<file path="src/rtl/ipu_window_scanner.sv">
// ipu_window_scanner
// Sweeps a grayscale frame in raster order, gathers a zero-padded 5x5 window
// around each pixel from image memory, hands it to the convolution coprocessor
// through its external operand path, and writes the 8-bit saturated result to
// output memory.
//
// Ports:
//   clk, rst                 clock, synchronous active-high reset
//   start                    frame start pulse (only honoured while idle)
//   instruction, kernel_in   coprocessor instruction and 5x5 kernel, latched at start
//   busy, done_frame         frame in progress / one-cycle end-of-frame pulse
//   mem_rd_en/addr/data      image memory read port (data valid 1 cycle after en)
//   ipu_request              selects external operands inside the coprocessor
//   matrix_A, matrix_B       current window / latched kernel
//   cop_instruction          latched instruction
//   cop_activate             one-cycle instruction issue pulse
//   cop_wait, cop_done       coprocessor busy / operation complete
//   cop_result               coprocessor result
//   wr_en/addr/data          output memory write port
module ipu_window_scanner #(
  parameter int IMG_W  = 160,
  parameter int IMG_H  = 120,
  parameter int ADDR_W = 15
) (
  input  logic              clk,
  input  logic              rst,
  input  logic              start,
  input  logic [31:0]       instruction,
  input  logic [199:0]      kernel_in,
  output logic              busy,
  output logic              done_frame,
  output logic              mem_rd_en,
  output logic [ADDR_W-1:0] mem_rd_addr,
  input  logic [7:0]        mem_rd_data,
  output logic              ipu_request,
  output logic [199:0]      matrix_A,
  output logic [199:0]      matrix_B,
  output logic [31:0]       cop_instruction,
  output logic              cop_activate,
  input  logic              cop_wait,
  input  logic              cop_done,
  input  logic [31:0]       cop_result,
  output logic              wr_en,
  output logic [ADDR_W-1:0] wr_addr,
  output logic [7:0]        wr_data
);

  typedef enum logic [2:0] {
    StIdle,
    StGather,
    StIssue,
    StWait,
    StWrite,
    StFinish
  } state_e;

  state_e            state_q;
  logic [ADDR_W-1:0] x_q, y_q;
  logic [4:0]        gk_q;      // gather cycle index, 0..25
  logic              rd_pend_q; // read issued last cycle; data arrives now

  // Next pixel in raster order.
  logic              last_col, last_px;
  logic [ADDR_W-1:0] nx, ny;
  logic [ADDR_W-1:0] pix_addr;

  // Look-ahead element: the one whose read strobe is registered at this edge.
  logic [ADDR_W-1:0] la_x, la_y;
  logic [4:0]        la_k;
  int                la_r, la_c, la_px, la_py;
  logic              la_inb;
  logic [ADDR_W-1:0] la_addr;

  logic [7:0]        sat_data;
  logic [4:0]        wk;

  // Bits above the 16-bit saturation field are not needed.
  logic              unused_result;
  assign unused_result = ^cop_result[31:16];

  always_comb begin
    last_col = (x_q == ADDR_W'(IMG_W - 1));
    last_px  = last_col && (y_q == ADDR_W'(IMG_H - 1));
    nx       = last_col ? '0 : x_q + 1'b1;
    ny       = last_col ? y_q + 1'b1 : y_q;
    pix_addr = ADDR_W'(int'(y_q) * IMG_W + int'(x_q));

    la_x = x_q;
    la_y = y_q;
    la_k = gk_q + 5'd1;
    if (state_q == StIdle) begin
      la_x = '0;
      la_y = '0;
      la_k = '0;
    end else if (state_q == StWrite) begin
      la_x = nx;
      la_y = ny;
      la_k = '0;
    end

    // Signed coordinates so that x-2 / y-2 never alias a valid address.
    la_r    = int'(la_k) / 5;
    la_c    = int'(la_k) % 5;
    la_px   = int'(la_x) + la_c - 2;
    la_py   = int'(la_y) + la_r - 2;
    la_inb  = (la_px >= 0) && (la_px < IMG_W) && (la_py >= 0) && (la_py < IMG_H);
    la_addr = ADDR_W'(la_py * IMG_W + la_px);

    sat_data = (cop_result[15:8] != 8'd0) ? 8'hFF : cop_result[7:0];
    wk       = gk_q - 5'd1;
  end

  always_ff @(posedge clk) begin
    if (rst) begin
      state_q         <= StIdle;
      x_q             <= '0;
      y_q             <= '0;
      gk_q            <= '0;
      rd_pend_q       <= 1'b0;
      busy            <= 1'b0;
      done_frame      <= 1'b0;
      mem_rd_en       <= 1'b0;
      mem_rd_addr     <= '0;
      ipu_request     <= 1'b0;
      matrix_A        <= '0;
      matrix_B        <= '0;
      cop_instruction <= '0;
      cop_activate    <= 1'b0;
      wr_en           <= 1'b0;
      wr_addr         <= '0;
      wr_data         <= '0;
    end else begin
      cop_activate <= 1'b0;
      wr_en        <= 1'b0;
      done_frame   <= 1'b0;
      mem_rd_en    <= 1'b0;
      mem_rd_addr  <= '0;
      rd_pend_q    <= mem_rd_en;

      case (state_q)
        StIdle: begin
          if (start) begin
            cop_instruction <= instruction;
            matrix_B        <= kernel_in;
            x_q             <= '0;
            y_q             <= '0;
            gk_q            <= '0;
            busy            <= 1'b1;
            mem_rd_en       <= la_inb;
            mem_rd_addr     <= la_inb ? la_addr : '0;
            state_q         <= StGather;
          end
        end

        StGather: begin
          // Element gk-1 completes now: its read data (or padding zero) lands.
          if (gk_q != 5'd0) begin
            matrix_A[{wk, 3'b000} +: 8] <= rd_pend_q ? mem_rd_data : 8'd0;
          end
          if (gk_q == 5'd25) begin
            ipu_request <= 1'b1;
            state_q     <= StIssue;
          end else begin
            gk_q <= gk_q + 5'd1;
            if (gk_q != 5'd24) begin
              mem_rd_en   <= la_inb;
              mem_rd_addr <= la_inb ? la_addr : '0;
            end
          end
        end

        StIssue: begin
          if (!cop_wait) begin
            cop_activate <= 1'b1;
            state_q      <= StWait;
          end
        end

        StWait: begin
          // A done coinciding with the issue pulse belongs to an older operation.
          if (cop_done && !cop_activate) begin
            wr_en       <= 1'b1;
            wr_addr     <= pix_addr;
            wr_data     <= sat_data;
            ipu_request <= 1'b0;
            state_q     <= StWrite;
          end
        end

        StWrite: begin
          if (last_px) begin
            x_q        <= '0;
            y_q        <= '0;
            busy       <= 1'b0;
            done_frame <= 1'b1;
            state_q    <= StFinish;
          end else begin
            x_q         <= nx;
            y_q         <= ny;
            gk_q        <= '0;
            mem_rd_en   <= la_inb;
            mem_rd_addr <= la_inb ? la_addr : '0;
            state_q     <= StGather;
          end
        end

        StFinish: begin
          state_q <= StIdle;
        end

        default: begin
          state_q <= StIdle;
        end
      endcase
    end
  end

endmodule

</file>
<file path="config.mk">
export PLATFORM = sky130hd
export DESIGN_NAME = ipu_window_scanner
export DESIGN_NICKNAME = d
export VERILOG_FILES = /design/src/rtl/ipu_window_scanner.sv
export SDC_FILE = /design/constraint.sdc
export NUM_CORES = 1
export LEC_CHECK = 0
export CAP_MARGIN = 25
export CORE_AREA = 2 2 295 297
export CTS_CLUSTER_SIZE = 14
export DETAILED_ROUTE_END_ITERATION = 6
export DIE_AREA = 0 0 297 299
export GPL_ROUTABILITY_DRIVEN = 0
export GPL_TIMING_DRIVEN = 1
export HOLD_SLACK_MARGIN = 0.03
export PLACE_DENSITY = 0.51
export SKIP_CTS_REPAIR_TIMING = 1
export SLEW_MARGIN = 20
export SYNTH_ARGS = -nofsm -noshare
export SYNTH_HDL_FRONTEND = slang
export SYNTH_SLANG_ARGS = --single-unit
</file>
<file path="constraint.sdc">
create_clock -name clk -period 9.1 [get_ports clk]
set_input_delay 1.82 -clock clk [delete_from_list [all_inputs] [get_ports clk]]
set_output_delay 1.82 -clock clk [all_outputs]
set_load 0.02 [all_outputs]
</file>
# Word level (Yosys, flattened, before mapping)
# Cells that the tools add are included.
# totals
out_inout_bits,476
in_bits,277
ff_bits,515
elab_cells,125
# classes
n_mux,46
bitwise_logic,3
div,2
n_addsub,11
n_shift,2
n_eq_ne,15
order_cmp,4
n_mul,2
n_reduce_logical,23
# ops
cell,n
15-bit 2-to-1 mux,14
200-bit bitwise mux,1
"8-bit by 10-bit variable shift with 200-bit output, first input constant",1
8-bit by 10-bit indexed part select with 200-bit output,1
16-bit by 32-bit adder with 32-bit output,2
"32-bit by 1-bit greater-or-equal comparator with 1-bit output, second input constant",2
"32-bit by 3-bit subtractor with 32-bit output, second input constant",2
15-bit one-hot mux with 2 select lines,2
15-bit one-hot mux with 3 select lines,1
"6-bit by 4-bit divider with 32-bit output, second input constant",1
"32-bit by 8-bit less-than comparator with 1-bit output, second input constant",1
"32-bit by 9-bit less-than comparator with 1-bit output, second input constant",1
"6-bit by 4-bit modulo with 32-bit output, second input constant",1
"32-bit by 4-bit multiplier with 10-bit output, second input constant",1
"15-bit by 1-bit adder with 15-bit output, second input constant",2
15-bit adder,2
5-bit 2-to-1 mux,5
8-bit 2-to-1 mux,2
"15-bit by 7-bit == test with 1-bit output, second input constant",1
"15-bit by 8-bit == test with 1-bit output, second input constant",1
"15-bit by 3-bit multiplier with 10-bit output, second input constant",1
3-bit 2-to-1 mux,5
3-bit one-hot mux with 5 select lines,1
5-bit one-hot mux with 3 select lines,1
24 further kinds,56

# Longest topological paths before layout
# depth
word_depth,14
depth_mapped,41
depth_no_buf,39

# Worst setup path after synthesis
# OpenSTA, ideal clock, no wires.
# synth_timing
path_kind,reg2reg
startpoint,register state_q[0]
endpoint,register mem_rd_addr[10]
period_less_slack_ps,8199
path_stages_with_launch,36
path_buffers,6
required_ps,9011
setup_ps,89
t_arrival_ps,8110
path_slack_ps,901
cell_sequence,dfxtp_1 > or2_1 > clkbuf_1 > buf_1 > buf_1 > nand2_1 > ha_1 > inv_1 > ha_1 > buf_1 > or3_1 > a41o_1 > a31o_1 > a21oi_1 > or2_2 > ha_1 > a221oi_2 > nor4_1 > nand3_1 > and3_1 > mux2_2 > a21oi_1 > ha_1 > inv_1 > ha_1 > a2111oi_0 > o21ai_0 > a32oi_1 > o311a_1 > o21ai_1 > a21oi_1 > mux2_1 > or4_1 > buf_1 > clkbuf_1 > nor4_2
# synth_via
elab_chain_cells,14
word_cells_on_any_way,30
classes_between,add/sub (5); mul (1); div (2); order compare (4); eq/ne (2); mux (12); reduce/logical (4)
# synth_lines
item,line,source
"start, declared",57,state_e state_q;
"start signal, assigned",115,state_q <= StIdle;
"start signal, assigned",151,state_q <= StGather;
"start signal, assigned",162,state_q <= StIssue;
"parallel branches: the longest is 13 deep, another holds 6-bit by 4-bit divider with 32-bit output",n/a,
15-bit one-hot mux with 3 select lines *,140,case (state_q)
"end signal, assigned",150,mem_rd_addr <= la_inb ? la_addr : '0;
"end signal, assigned",167,mem_rd_addr <= la_inb ? la_addr : '0;
"end signal, assigned",202,mem_rd_addr <= la_inb ? la_addr : '0;
"end, declared",33,"output logic [ADDR_W-1:0] mem_rd_addr,"
# Every way passes the cells marked *.
# A chain may end at the register's enable or synchronous reset.

# Worst setup path after layout
# layout_timing
startpoint,register gk_q[1]
endpoint,register mem_rd_addr[3]
# layout_via
elab_chain_cells,14
word_cells_on_any_way,25
classes_between,add/sub (6); div (2); order compare (4); eq/ne (2); mux (8); reduce/logical (3)
# layout_lines
item,line,source
"start, declared",59,logic [4:0] gk_q;
"start signal, assigned",164,gk_q <= gk_q + 5'd1;
5-bit by 1-bit adder with 5-bit output,90,la_k = gk_q + 5'd1;
5-bit 2-to-1 mux,95,end else if (state_q == StWrite) begin
5-bit 2-to-1 mux,91,if (state_q == StIdle) begin
6-bit by 4-bit modulo with 32-bit output,103,la_c = int'(la_k) % 5;
16-bit by 32-bit adder with 32-bit output,104,la_px = int'(la_x) + la_c - 2;
32-bit by 3-bit subtractor with 32-bit output,104,
32-bit by 1-bit greater-or-equal comparator with 1-bit output or 32-bit by 9-bit less-than comparator with 1-bit output (tied branches),106,la_inb = (la_px >= 0) && (la_px < IMG_W) && (la_py >= 0) && (la_py < IMG_H);
1-bit logical AND (3 in a row),106,
15-bit 2-to-1 mux,"150, 167, 202",
15-bit 2-to-1 mux,165,if (gk_q != 5'd24) begin
15-bit 2-to-1 mux,160,if (gk_q == 5'd25) begin
15-bit one-hot mux with 3 select lines *,140,
# Every way passes the cells marked *; elsewhere a longest branch is shown, timed or not.

==> results.sh <==
export IMPL_status="finished, final reports clean"
export IMPL_crit_path_end_kind="register"
export IMPL_crit_required_ns=9.60
export IMPL_p_seq_share_pct=34.9
export IMPL_slew_viol_final=0
export IMPL_routedWlPerCell_microns=21.1
export IMPL_first_pass_iters=5
export IMPL_numCtsBuffers=61
export IMPL_clk_latency_ns=0.66
export IMPL_stdcell_area_sq_um=36000
export IMPL_final_layout_size_suffix_gt1_share_pct=5.75
export IMPL_r2r_start="gk_q[1]$_SDFFE_PP0P_"
export IMPL_grt_busiest_layer="met2"
export IMPL_ys_top_cells_by_area="dfxtp_1 41%, nand2_1 9.7%, a21oi_1 8.5%"
export IMPL_grt_overflow=0
export IMPL_finalCritPeriodShare_pct=94.6
export IMPL_tightest_slew_ns=1.06
export IMPL_cts_max_path_buffers=3
export IMPL_clkTransAtPathRegs_ns=0.06
export IMPL_synthFlopType="dfxtp_1"
export IMPL_p_leak_uw=0.0135
export IMPL_grt_pass1_vias=22947
export IMPL_slowest_stage="or4_1"
export IMPL_swShare_pct=35.1
export IMPL_power_share_clock_pct=35.1
export IMPL_critPathArrivalTime_ns=9.11
export IMPL_endpoint="mem_rd_addr[3]$_SDFF_PP0_"
export IMPL_root_buffer="clkbuf_16"
export IMPL_synth_nets=3619
export IMPL_ir_drop_v=0.000156
export IMPL_portBuffers=736
export IMPL_setup_viol=0
export IMPL_layout_min_cycle_time_ns=8.61
export IMPL_grt_pass1_wl_microns=155000
export IMPL_netlist_instances=3211
export IMPL_worst_path_most_repeated_cell="ha_1"
export IMPL_timing_hold_ws_ns=0.453
export IMPL_vias_per_cell=4.82
export IMPL_gr_usage_met1_pct=29.3
export IMPL_yosys_warnings=0
export IMPL_cts_tree="done"
export IMPL_cpPeakStageDelay_ns=0.54
export IMPL_routed_wirelength_microns=107000
export IMPL_reg2reg_depth=34
export IMPL_hold_class="register to register"
export IMPL_ys_seq_elements=515
export IMPL_clkSinkCount=515
export IMPL_startpoint="gk_q[1]$_SDFFE_PP0P_"
export IMPL_p_per_area_nw_per_um2=203
export IMPL_rsz0062_at_grt="false"
export IMPL_use_met3_pct=8.22
export IMPL_hold_violations=0
export IMPL_p_comb_share_pct=30.1
export IMPL_die_height_microns=299
export IMPL_grt_usage_pct=22.8
export IMPL_drc=0
export IMPL_net_switching_power_uw=2560
export IMPL_num_rows=108
export IMPL_relSlewSlack_pct=29.0
export IMPL_initial_utilization_pct=29.5
export IMPL_vias=24446
export IMPL_cp_start_kind="register"
export IMPL_antenna_found_initial=5
export IMPL_yosys_area_top_type="dfxtp_1"
export IMPL_grt_max_degree=178
export IMPL_coreArea_sq_um=85900
export IMPL_ys_types=95
export IMPL_synth_enable_flop_cells=0
export IMPL_die_area_sq_um=88800
export IMPL_synth_top_area_share_pct=40.7
export IMPL_htreeDepth=2
export IMPL_path_max_fanout=16
export IMPL_r2r_end="mem_rd_addr[3]$_SDFF_PP0_"
export IMPL_drv_cap=0
export IMPL_placed_area_sq_um=33800
export IMPL_drt_initial_drc_count=1758
export IMPL_power_internal_uw=4730
export IMPL_path_class="register to register"
export IMPL_ys_seq_area_share_pct=40.7
export IMPL_place_hpwl_microns=80100
export IMPL_synth_area_per_cell_sq_um=7.89
export IMPL_reg2reg_slack_ns=0.49
export IMPL_fin_skew_ns=0.0559
export IMPL_fp_dieW_microns=297
export IMPL_synth_cell_area_sq_um=25300
export IMPL_fmax_mhz=116
export IMPL_final_nets=4269
export IMPL_ant_nets=0
export IMPL_use_met2_pct=36.4
export IMPL_fin_setup_tns_ns=0
export IMPL_synthArstFlopShare_pct=0
export IMPL_syn2layout_area_growth_pct=42.0
export IMPL_pin_count=753
## kinds of logic after synthesis
family / share of synthesized area [%]
muxes: 6.12
buffers and inverters: 5.03
DFF: 40.7
adders and majority gates: 6.65
xor gates and xnor gates: 2.79
AOI/OAI and AO/OA: 17.1
and+or+nand+nor: 21.6
## worst min-delay path by stage
stage | from | endpoint | cells past startpoint
6_report | matrix_B[8]$_SDFFE_PP0P_ | matrix_B[8]$_SDFFE_PP0P_ | 2
4_1_cts | cop_instruction[26]$_SDFFE_PP0P_ | cop_instruction[26]$_SDFFE_PP0P_ | 2
2_1_floorplan | y_q[14]$_SDFFE_PP0P_ | y_q[14]$_SDFFE_PP0P_ | 2
5_1_grt | matrix_B[141]$_SDFFE_PP0P_ | matrix_B[141]$_SDFFE_PP0P_ | 2
3_3_place_gp | wr_addr[10]$_SDFFE_PP0P_ | wr_addr[10]$_SDFFE_PP0P_ | 2
3_5_place_dp | cop_instruction[29]$_SDFFE_PP0P_ | cop_instruction[29]$_SDFFE_PP0P_ | 2
## registers in the layout, summed over array words and instances (netlist names)
name	cells
mem_rd_addr	15
x_q	15
busy	1
wr_data	8
matrix_A	200
done_frame	1
matrix_B	200
wr_en	1
state_q	3
mem_rd_en	1
rd_pend_q	1
cop_instruction	32
gk_q	5
wr_addr	15
y_q	15
cop_activate	1
ipu_request	1
## power groups by stage
stage / registers (uW) / clock network (uW) / logic, uW
2_1_floorplan: 2790 / 0 / 1040
3_3_place_gp: 2580 / 0 / 2190
3_5_place_dp: 2590 / 0 / 2180
4_1_cts: 2540 / 2620 / 2190
5_1_grt: 2560 / 2710 / 2370
6_report: 2540 / 2560 / 2190
## metrics by stage
step,worst slack (ns),utilization [%],instances,total power (uW)
floorplan,0.901,-,3211,3820
finish,0.495,41.8,5071,7290
detailed placement,0.315,39.3,4951,4770
global placement,0.428,39.3,4948,4770
CTS,0.267,41.8,5065,7340
global route,0.00159,41.8,5071,7640
## per-layer routing
metal,vias up,part of all wire [%]
met4,0,2.3
met1,11467,43
met2,660,46
met5,-,0
met3,121,8.8
li1,12198,-
## placed cells by master, fill, tap and decap left out, types with 13 or more instances in the layout
cell type and instances:
and2_1 16, and3_1 20, ha_1 124, a21o_1 36
mux2i_1 145, nand4_1 17, clkbuf_1 15, or3_1 17
o21bai_1 16, xor2_1 22, nand2b_1 19, clkbuf_8 15
nor2b_1 14, nand2_1 652, xnor2_1 49, nor3_1 47
inv_1 122, clkbuf_16 61, o21ai_0 112, nand3_1 39
clkdlybuf4s50_1 735, a22oi_1 24, a21oi_1 431, a211oi_1 16
o31ai_1 13, dfxtp_1 515, nor4_1 16, buf_4 51
nor2_1 344
## cells in the mapped netlist, drive strengths merged (5+ instances only)
cell / instances
nor3: 51
fa: 6
o21bai: 16
nand4: 18
nor4: 28
nand3b: 6
o21a: 13
o21ai: 119
nand2b: 20
nand3: 43
or4: 7
nor3b: 8
o31ai: 14
or3: 17
a31o: 5
xor2: 25
nand2: 653
clkbuf: 182
a21o: 36
o22ai: 6
buf: 21
a21oi: 432
dfxtp: 515
nor2: 344
or2: 8
xnor2: 51
inv: 124
o221a: 10
a22oi: 24
nor2b: 15
a31oi: 9
o211ai: 7
and3: 20
mux2i: 148
ha: 125
and2: 17
a211oi: 16
## area by class of cell
cell class / instances / area [sq um]
fillers: 8868 / 50000
clock buffers: 91 / 1790
flip-flops and latches: 515 / 10300
repair buffers: 790 / 7820
clock inverters: 23 / 318
multi-input cells: 2368 / 13800
diodes: 4 / 10.0
well taps: 1155 / 1450
inverters: 125 / 469
## worst max-delay path: cells and delay by family (launching register included)
| family | cells | cell delay, ns |
|---|---|---|
| muxes | 3 | 0.85 |
| buffers and inverters | 3 | 0.38 |
| adders and majority gates | 6 | 1.46 |
| and+or+nand+nor | 10 | 2.37 |
| xor gates and xnor gates | 1 | 0.11 |
| DFF | 1 | 0.48 |
| AOI/OAI and AO/OA | 11 | 2.80 |
Power figures use the tool's default switching activity.
